File: src/rtl/axi_reg_arbiter.sv
// Round-robin arbiter that serialises single-word read/write commands from two requesters onto an AXI register slave.
// Latency: accept T0, AW/W or AR at T1, B or R at T2, response pulse at T3 (minimum 4 cycles per transaction).
// Backpressure: one transaction in flight; commands wait in IDLE, AXI channels hold valid until the slave handshakes.
module axi_reg_arbiter #(
    parameter int ADDR_W = 32,
    parameter int DATA_W = 32,
    parameter int ID_W   = 4
) (
    input  logic                  clk,
    input  logic                  areset,
    input  logic [1:0]            req_valid_i,
    output logic [1:0]            req_ready_o,
    input  logic [1:0]            req_we_i,
    input  logic [2*ADDR_W-1:0]   req_addr_i,
    input  logic [2*DATA_W-1:0]   req_wdata_i,
    input  logic [2*DATA_W/8-1:0] req_wstrb_i,
    output logic [1:0]            rsp_valid_o,
    output logic [DATA_W-1:0]     rsp_rdata_o,
    output logic                  rsp_err_o,
    output logic                  busy_o,
    output logic [ID_W-1:0]       awid_o,
    output logic [ADDR_W-1:0]     awaddr_o,
    output logic                  awvalid_o,
    input  logic                  awready_i,
    output logic [DATA_W-1:0]     wdata_o,
    output logic [DATA_W/8-1:0]   wstrb_o,
    output logic                  wvalid_o,
    input  logic                  wready_i,
    input  logic [1:0]            bresp_i,
    input  logic                  bvalid_i,
    output logic                  bready_o,
    output logic [ID_W-1:0]       arid_o,
    output logic [ADDR_W-1:0]     araddr_o,
    output logic                  arvalid_o,
    input  logic                  arready_i,
    input  logic [DATA_W-1:0]     rdata_i,
    input  logic [1:0]            rresp_i,
    input  logic                  rvalid_i,
    output logic                  rready_o
);

    localparam int STRB_W = DATA_W / 8;

    typedef enum logic [2:0] {IDLE, WR, WRESP, RD, RDATA, RESP} state_t;

    state_t              state_q;
    logic                last_q;
    logic                gnt_q;
    logic [ID_W-1:0]     awid_q, arid_q;
    logic [ADDR_W-1:0]   awaddr_q, araddr_q;
    logic [DATA_W-1:0]   wdata_q, rdata_q;
    logic [STRB_W-1:0]   wstrb_q;
    logic                awvalid_q, wvalid_q, bready_q, arvalid_q, rready_q;
    logic [1:0]          rsp_valid_q;
    logic                err_q;

    logic                gnt_d;
    logic                accept;
    logic                sel_we;
    logic [ADDR_W-1:0]   sel_addr;
    logic [DATA_W-1:0]   sel_wdata;
    logic [STRB_W-1:0]   sel_wstrb;
    logic                aw_left, w_left;

    // Grant choice and request-slice selection; ready is a same-cycle pulse while idle and out of reset
    always_comb begin
        gnt_d       = (req_valid_i == 2'b11) ? ~last_q : req_valid_i[1];
        accept      = areset && (state_q == IDLE) && (req_valid_i != 2'b00);
        req_ready_o = accept ? (gnt_d ? 2'b10 : 2'b01) : 2'b00;
        sel_we      = gnt_d ? req_we_i[1] : req_we_i[0];
        sel_addr    = gnt_d ? req_addr_i[2*ADDR_W-1:ADDR_W] : req_addr_i[ADDR_W-1:0];
        sel_wdata   = gnt_d ? req_wdata_i[2*DATA_W-1:DATA_W] : req_wdata_i[DATA_W-1:0];
        sel_wstrb   = gnt_d ? req_wstrb_i[2*STRB_W-1:STRB_W] : req_wstrb_i[STRB_W-1:0];
        // A channel still owes a handshake if its valid is up and the slave is not taking it this cycle
        aw_left     = awvalid_q && !awready_i;
        w_left      = wvalid_q && !wready_i;
    end

    // Sequencer: accepts one command, walks the AXI handshakes, then pulses the response
    always_ff @(posedge clk) begin
        if (!areset) begin
            state_q     <= IDLE;
            last_q      <= 1'b1;
            gnt_q       <= 1'b0;
            awid_q      <= '0;
            arid_q      <= '0;
            awaddr_q    <= '0;
            araddr_q    <= '0;
            wdata_q     <= '0;
            wstrb_q     <= '0;
            rdata_q     <= '0;
            awvalid_q   <= 1'b0;
            wvalid_q    <= 1'b0;
            bready_q    <= 1'b0;
            arvalid_q   <= 1'b0;
            rready_q    <= 1'b0;
            rsp_valid_q <= 2'b00;
            err_q       <= 1'b0;
        end else begin
            case (state_q)
                IDLE: begin
                    if (accept) begin
                        gnt_q  <= gnt_d;
                        last_q <= gnt_d;
                        if (sel_we) begin
                            awid_q    <= ID_W'(gnt_d);
                            awaddr_q  <= sel_addr;
                            wdata_q   <= sel_wdata;
                            wstrb_q   <= sel_wstrb;
                            awvalid_q <= 1'b1;
                            wvalid_q  <= 1'b1;
                            state_q   <= WR;
                        end else begin
                            arid_q    <= ID_W'(gnt_d);
                            araddr_q  <= sel_addr;
                            arvalid_q <= 1'b1;
                            state_q   <= RD;
                        end
                    end
                end
                WR: begin
                    // AW and W retire independently; move on once neither is pending
                    awvalid_q <= aw_left;
                    wvalid_q  <= w_left;
                    if (!aw_left && !w_left) begin
                        bready_q <= 1'b1;
                        state_q  <= WRESP;
                    end
                end
                WRESP: begin
                    if (bvalid_i) begin
                        err_q       <= (bresp_i != 2'b00);
                        bready_q    <= 1'b0;
                        rsp_valid_q <= gnt_q ? 2'b10 : 2'b01;
                        state_q     <= RESP;
                    end
                end
                RD: begin
                    if (arready_i) begin
                        arvalid_q <= 1'b0;
                        rready_q  <= 1'b1;
                        state_q   <= RDATA;
                    end
                end
                RDATA: begin
                    if (rvalid_i) begin
                        rdata_q     <= rdata_i;
                        err_q       <= (rresp_i != 2'b00);
                        rready_q    <= 1'b0;
                        rsp_valid_q <= gnt_q ? 2'b10 : 2'b01;
                        state_q     <= RESP;
                    end
                end
                RESP: begin
                    rsp_valid_q <= 2'b00;
                    err_q       <= 1'b0;
                    state_q     <= IDLE;
                end
                default: state_q <= IDLE;
            endcase
        end
    end

    assign busy_o      = (state_q != IDLE);
    assign rsp_valid_o = rsp_valid_q;
    assign rsp_rdata_o = rdata_q;
    assign rsp_err_o   = err_q;
    assign awid_o      = awid_q;
    assign awaddr_o    = awaddr_q;
    assign awvalid_o   = awvalid_q;
    assign wdata_o     = wdata_q;
    assign wstrb_o     = wstrb_q;
    assign wvalid_o    = wvalid_q;
    assign bready_o    = bready_q;
    assign arid_o      = arid_q;
    assign araddr_o    = araddr_q;
    assign arvalid_o   = arvalid_q;
    assign rready_o    = rready_q;

endmodule

File: config.mk
export PLATFORM = sky130hd
export DESIGN_NAME = axi_reg_arbiter
export DESIGN_NICKNAME = d
export VERILOG_FILES = /design/src/rtl/axi_reg_arbiter.sv
export SDC_FILE = /design/constraint.sdc
export NUM_CORES = 1
export LEC_CHECK = 0
export CORE_MARGIN = 2
export CORE_UTILIZATION = 35
export DETAILED_ROUTE_END_ITERATION = 16
export GPL_TIMING_DRIVEN = 0
export PLACE_DENSITY_LB_ADDON = 0.12
export SETUP_SLACK_MARGIN = 0.1
export SLEW_MARGIN = 20
export SYNTH_ARGS = -nofsm -noshare
export SYNTH_HDL_FRONTEND = slang
export SYNTH_SLANG_ARGS = --single-unit
File: constraint.sdc
create_clock -name clk -period 1.6 [get_ports clk]
set_clock_uncertainty 0.2 [all_clocks]
set_input_delay 0.32 -clock clk [delete_from_list [all_inputs] [get_ports clk]]
set_output_delay 0.32 -clock clk [all_outputs]
set_load 0.005 [all_outputs]
==> summary.md <==
| Metric | Value |
|---|---|
| FMAX | approximately 0.48 GHz |
| Critical path buffers and inverters | 7 |
| Number of H-tree levels | 4 |
| GRT overflow | 0 |
| Post-Route Utilization | 0.6870 |
| Worst path slowest cell | sky130_fd_sc_hd__dfxtp_2 |
| Critical path fanouts, max | 5 |
| Maximum number of pins on one net before global-route repair | 17 |
| Fraction of the mapped netlist area in adder cells | 0 |
| Number of buffers inserted for hold repair after clock tree synthesis | 0 |
| Commonest cells after routing, fill and taps aside | 179 x sky130_fd_sc_hd__clkdlybuf4s50_1, 132 x sky130_fd_sc_hd__mux2i_1, 121 x sky130_fd_sc_hd__nand2_1 |
| Sequence of cells on the critical path | a21boi_2, buf_6, buf_6, mux2i_4, buf_6, nand2b_4, buf_12, buf_6, buf_8, buf_12, mux2i_1 |
| Xor and xnor fraction of the mapped netlist area | 0 |
| Family with the most delay on the worst path | buffers and inverters |
| Simple-gate share of the synthesized area | 0.1154 |
| Routed via count | 6422 |
| Min setup slack post-route | -0.4914 ns |
| Cell type with the largest total area after synthesis | sky130_fd_sc_hd__dfxtp_1 |
| Cell row count | 48 |
| Worst setup SP type | flop |
| Placed Instances | between 1k and 1.5k |
| Setup TNS | -48.39 ns |
| Avg Cell Area, Syn | 9.508 µm² |
| Slew Viols, Final | 0 |
| Static Leakage | 5.202 nW |
| Run status | finished, violations left |
| Part of the cycle the worst path needs | 1.307 |
| DR pass1 iterations | 4 |
| Hold violation total from the final report | 0 |
| Area of the core | 17240 µm² |
| Die outline width | around 140 µm |
| First-pass GRT wire length | 33130 µm |
| DP Wirelength | 15640 µm |
| Overall global routing resource usage | 0.2346 |
| Maximum resistive drop on vdd | 0.9061 mV |
| Number of vias per cell | about 4.8 |
| Dominant combinational cell family by area after synthesis | multiplexers |
| Failing checks | negative setup slack |
| Port Buf Inserts | between 300 and 400 |
| CP required | 1.73 ns |
| Clock latency reported for the late side of the worst-skew pair | 0.42 ns |
| Root Buffer Master | sky130_fd_sc_hd__clkbuf_16 |
| Cell repeated most along the worst path | sky130_fd_sc_hd__buf_6 |
| Share of final-layout standard cells stronger than drive strength 1 | 0.4641 |
| Number of distinct standard cells referenced by the synthesized netlist | 38 |
| Initial drt markers | 203 |
| Fin crit period | 2.091 ns |
| Clock-pin slew on the worst setup and hold paths | 0.06 ns |
| Final-layout fill cell count | roughly 1.4k |
| Synthesized-area fraction occupied by ao, oa, aoi and oai cells | 0.1233 |
| CTS sink cnt | 147 |
| Placer congestion estimate | 0.7772 |
| Total power divided by cell area | 1227 nW/µm² |
| Number of global-route vias before repair | 6063 |
| Antenna Violating Nets Remaining | 0 |
| Unrepaired setup endpoints after global routing | yes |
| Vert. Die Dim | 136.7 µm |
| CP peak stage delay | 0.32 ns |
| Total clock buffers created by CTS | 17 |
| Ranking of synthesized cells by area | sky130_fd_sc_hd__dfxtp_1 48%, sky130_fd_sc_hd__mux2i_1 22%, sky130_fd_sc_hd__nand2_1 8.7%, sky130_fd_sc_hd__a21oi_1 5.7%, sky130_fd_sc_hd__a211oi_1 3.9% |
| Number of nets in the finished design | 1269 |
| Full die area | 18680 µm² |
| Multiplexer share of the synthesized area | 0.2230 |
| Area post-placement | just under 10000 µm² |
| Wire length after detailed routing | between 20000 and 25000 µm |
| Number of synthesized register bits | 147 |
| Number of setup violations in the final report | 145 |
| Clock Tree Buf Depth | 2 |
| Class of the most critical hold timing path | in -> reg |
| Post-route cell area | 11840 µm² |
| Slew of the pin with the lowest slew margin | ~0.75 ns |
| TritonCTS clock tree | yes |
| Initial antenna violation count | 3 |
| Headroom to the max-slew limit | 0.5019 |
| Effective utilization at floorplan | 0.3574 |
| Share of synthesized area occupied by flip-flops and latches | 0.4777 |
| Most common cell after layout, fill and taps aside | sky130_fd_sc_hd__clkdlybuf4s50_1 |
| Average wire length per cell after detail routing | 17.67 µm |
| Post-synthesis cell count | 648 |
| Worst hold slack after final layout | 0.2439 ns |
| Yosys warns | 0 |
| # DRC | 0 |
| Top-Level Pins | roughly 330 |
| Area Growth Syn to Fin | 92.20% |
| Worst path arrival time | 2.22 ns |
| Sort of element at the end of the critical path | flop |
| Synth Cell Area | 6161 µm² |
| Max-cap viol count | 0 |
| Non-filler cells in the finished layout | 1327 |
| Type of the setup path with the least slack | reg -> reg |
| Portion of synthesized cell area occupied by the leading cell type | 0.4777 |
[path summary, 6_finish.rpt]
check | cells past startpoint | slack, ns | startpoint | to
worst max-delay path | 11 | -0.49 | last_q | wdata_o[17]
worst min-delay path | 3 | 0.24 | rdata_i[14] | rsp_rdata_o[14]
worst max register to register | 11 | -0.49 | last_q | wdata_o[17]
worst min register to register | 2 | 0.25 | rsp_rdata_o[10] | rsp_rdata_o[10]
[stage by stage]
| step | setup WS [ns] | power [mW] |
|---|---|---|
| floorplan | -0.1875 | 6.781 |
| global placement | -1.444 | 9.134 |
| detailed placement | -1.463 | 9.175 |
| CTS | -0.5218 | 14.08 |
| global route | -0.5555 | 15.18 |
| finish | -0.4914 | 14.53 |
[sequential cells by signal (all words and copies together), names as in the netlist]
| register | count |
|---|---|
| rsp_err_o | 1 |
| wstrb_o | 4 |
| gnt_q | 1 |
| rsp_rdata_o | 32 |
| wvalid_o | 1 |
| awid_o | 1 |
| awvalid_o | 1 |
| arvalid_o | 1 |
| state_q | 3 |
| arid_o | 1 |
| last_q | 1 |
| awaddr_o | 32 |
| wdata_o | 32 |
| rsp_valid_o | 2 |
| bready_o | 1 |
| araddr_o | 32 |
| rready_o | 1 |
[logic make-up after synthesis]
group	Yosys count
simple gates	171
compound gates	124
buf+inv	68
other cells	1
flops	147
mux	137
[per-layer routing]
metal	routed length, µm	up-vias	GRT usage
li1	-	3123	-
met3	1906	26	0.07111
met1	9269	3017	0.2774
met4	413	0	0.07234
met2	11860	256	0.4069
met5	0	-	0
[Yosys cell counts (all sizes together)]
library cell / n
dfxtp: 147
nand2: 143
mux2i: 135
a21oi: 70
buf: 39
a211oi: 35
clkbuf: 20
inv: 9
nor2: 6
o21ai: 6
nand2b: 4
nand3: 4
nor3: 4
a31oi: 2
mux2: 2
nand3b: 2
nor2b: 2
nor4b: 2
o211ai: 2
o22ai: 2
a21boi: 1
a221oi: 1
a22oi: 1
a311oi: 1
and2: 1
conb: 1
nor3b: 1
o21a: 1
o311ai: 1
o32ai: 1
or2: 1
or3b: 1
[worst min-delay path, stage by stage]
cell,delay (ns)
sky130_fd_sc_hd__clkdlybuf4s50_1,0.40
sky130_fd_sc_hd__nand2_1,0.06
sky130_fd_sc_hd__a21oi_1,0.05
[report_power, final]
| part | internal, mW | switching, mW | leakage (nW) |
|---|---|---|---|
| registers | 4.45 | 0.404 | 1.24 |
| logic | 3.25 | 2.50 | 3.70 |
| clock network | 2.34 | 1.59 | 0.269 |
[cell type report]
cell class              count  area (µm²)  share of cell area
inverters                   9       33.78            0.002853
well taps                 225       281.5             0.02377
clock buffers              20       446.7             0.03772
multi-input cells         438        3466              0.2927
flip-flops and latches    147        3058              0.2582
repair buffers            417        3824              0.3229
plain buffers              56       594.3             0.05019
diodes                      3       7.507           0.0006340
clock inverters            12       130.1             0.01099
[repair_timing]
action,4_1_cts,5_1_grt
cloned,15,2
setup buffers,52,27
pin swaps,29,60
resized for setup,599,231
endpoints found under the setup margin,292,253
Power figures use the tool's default switching activity.
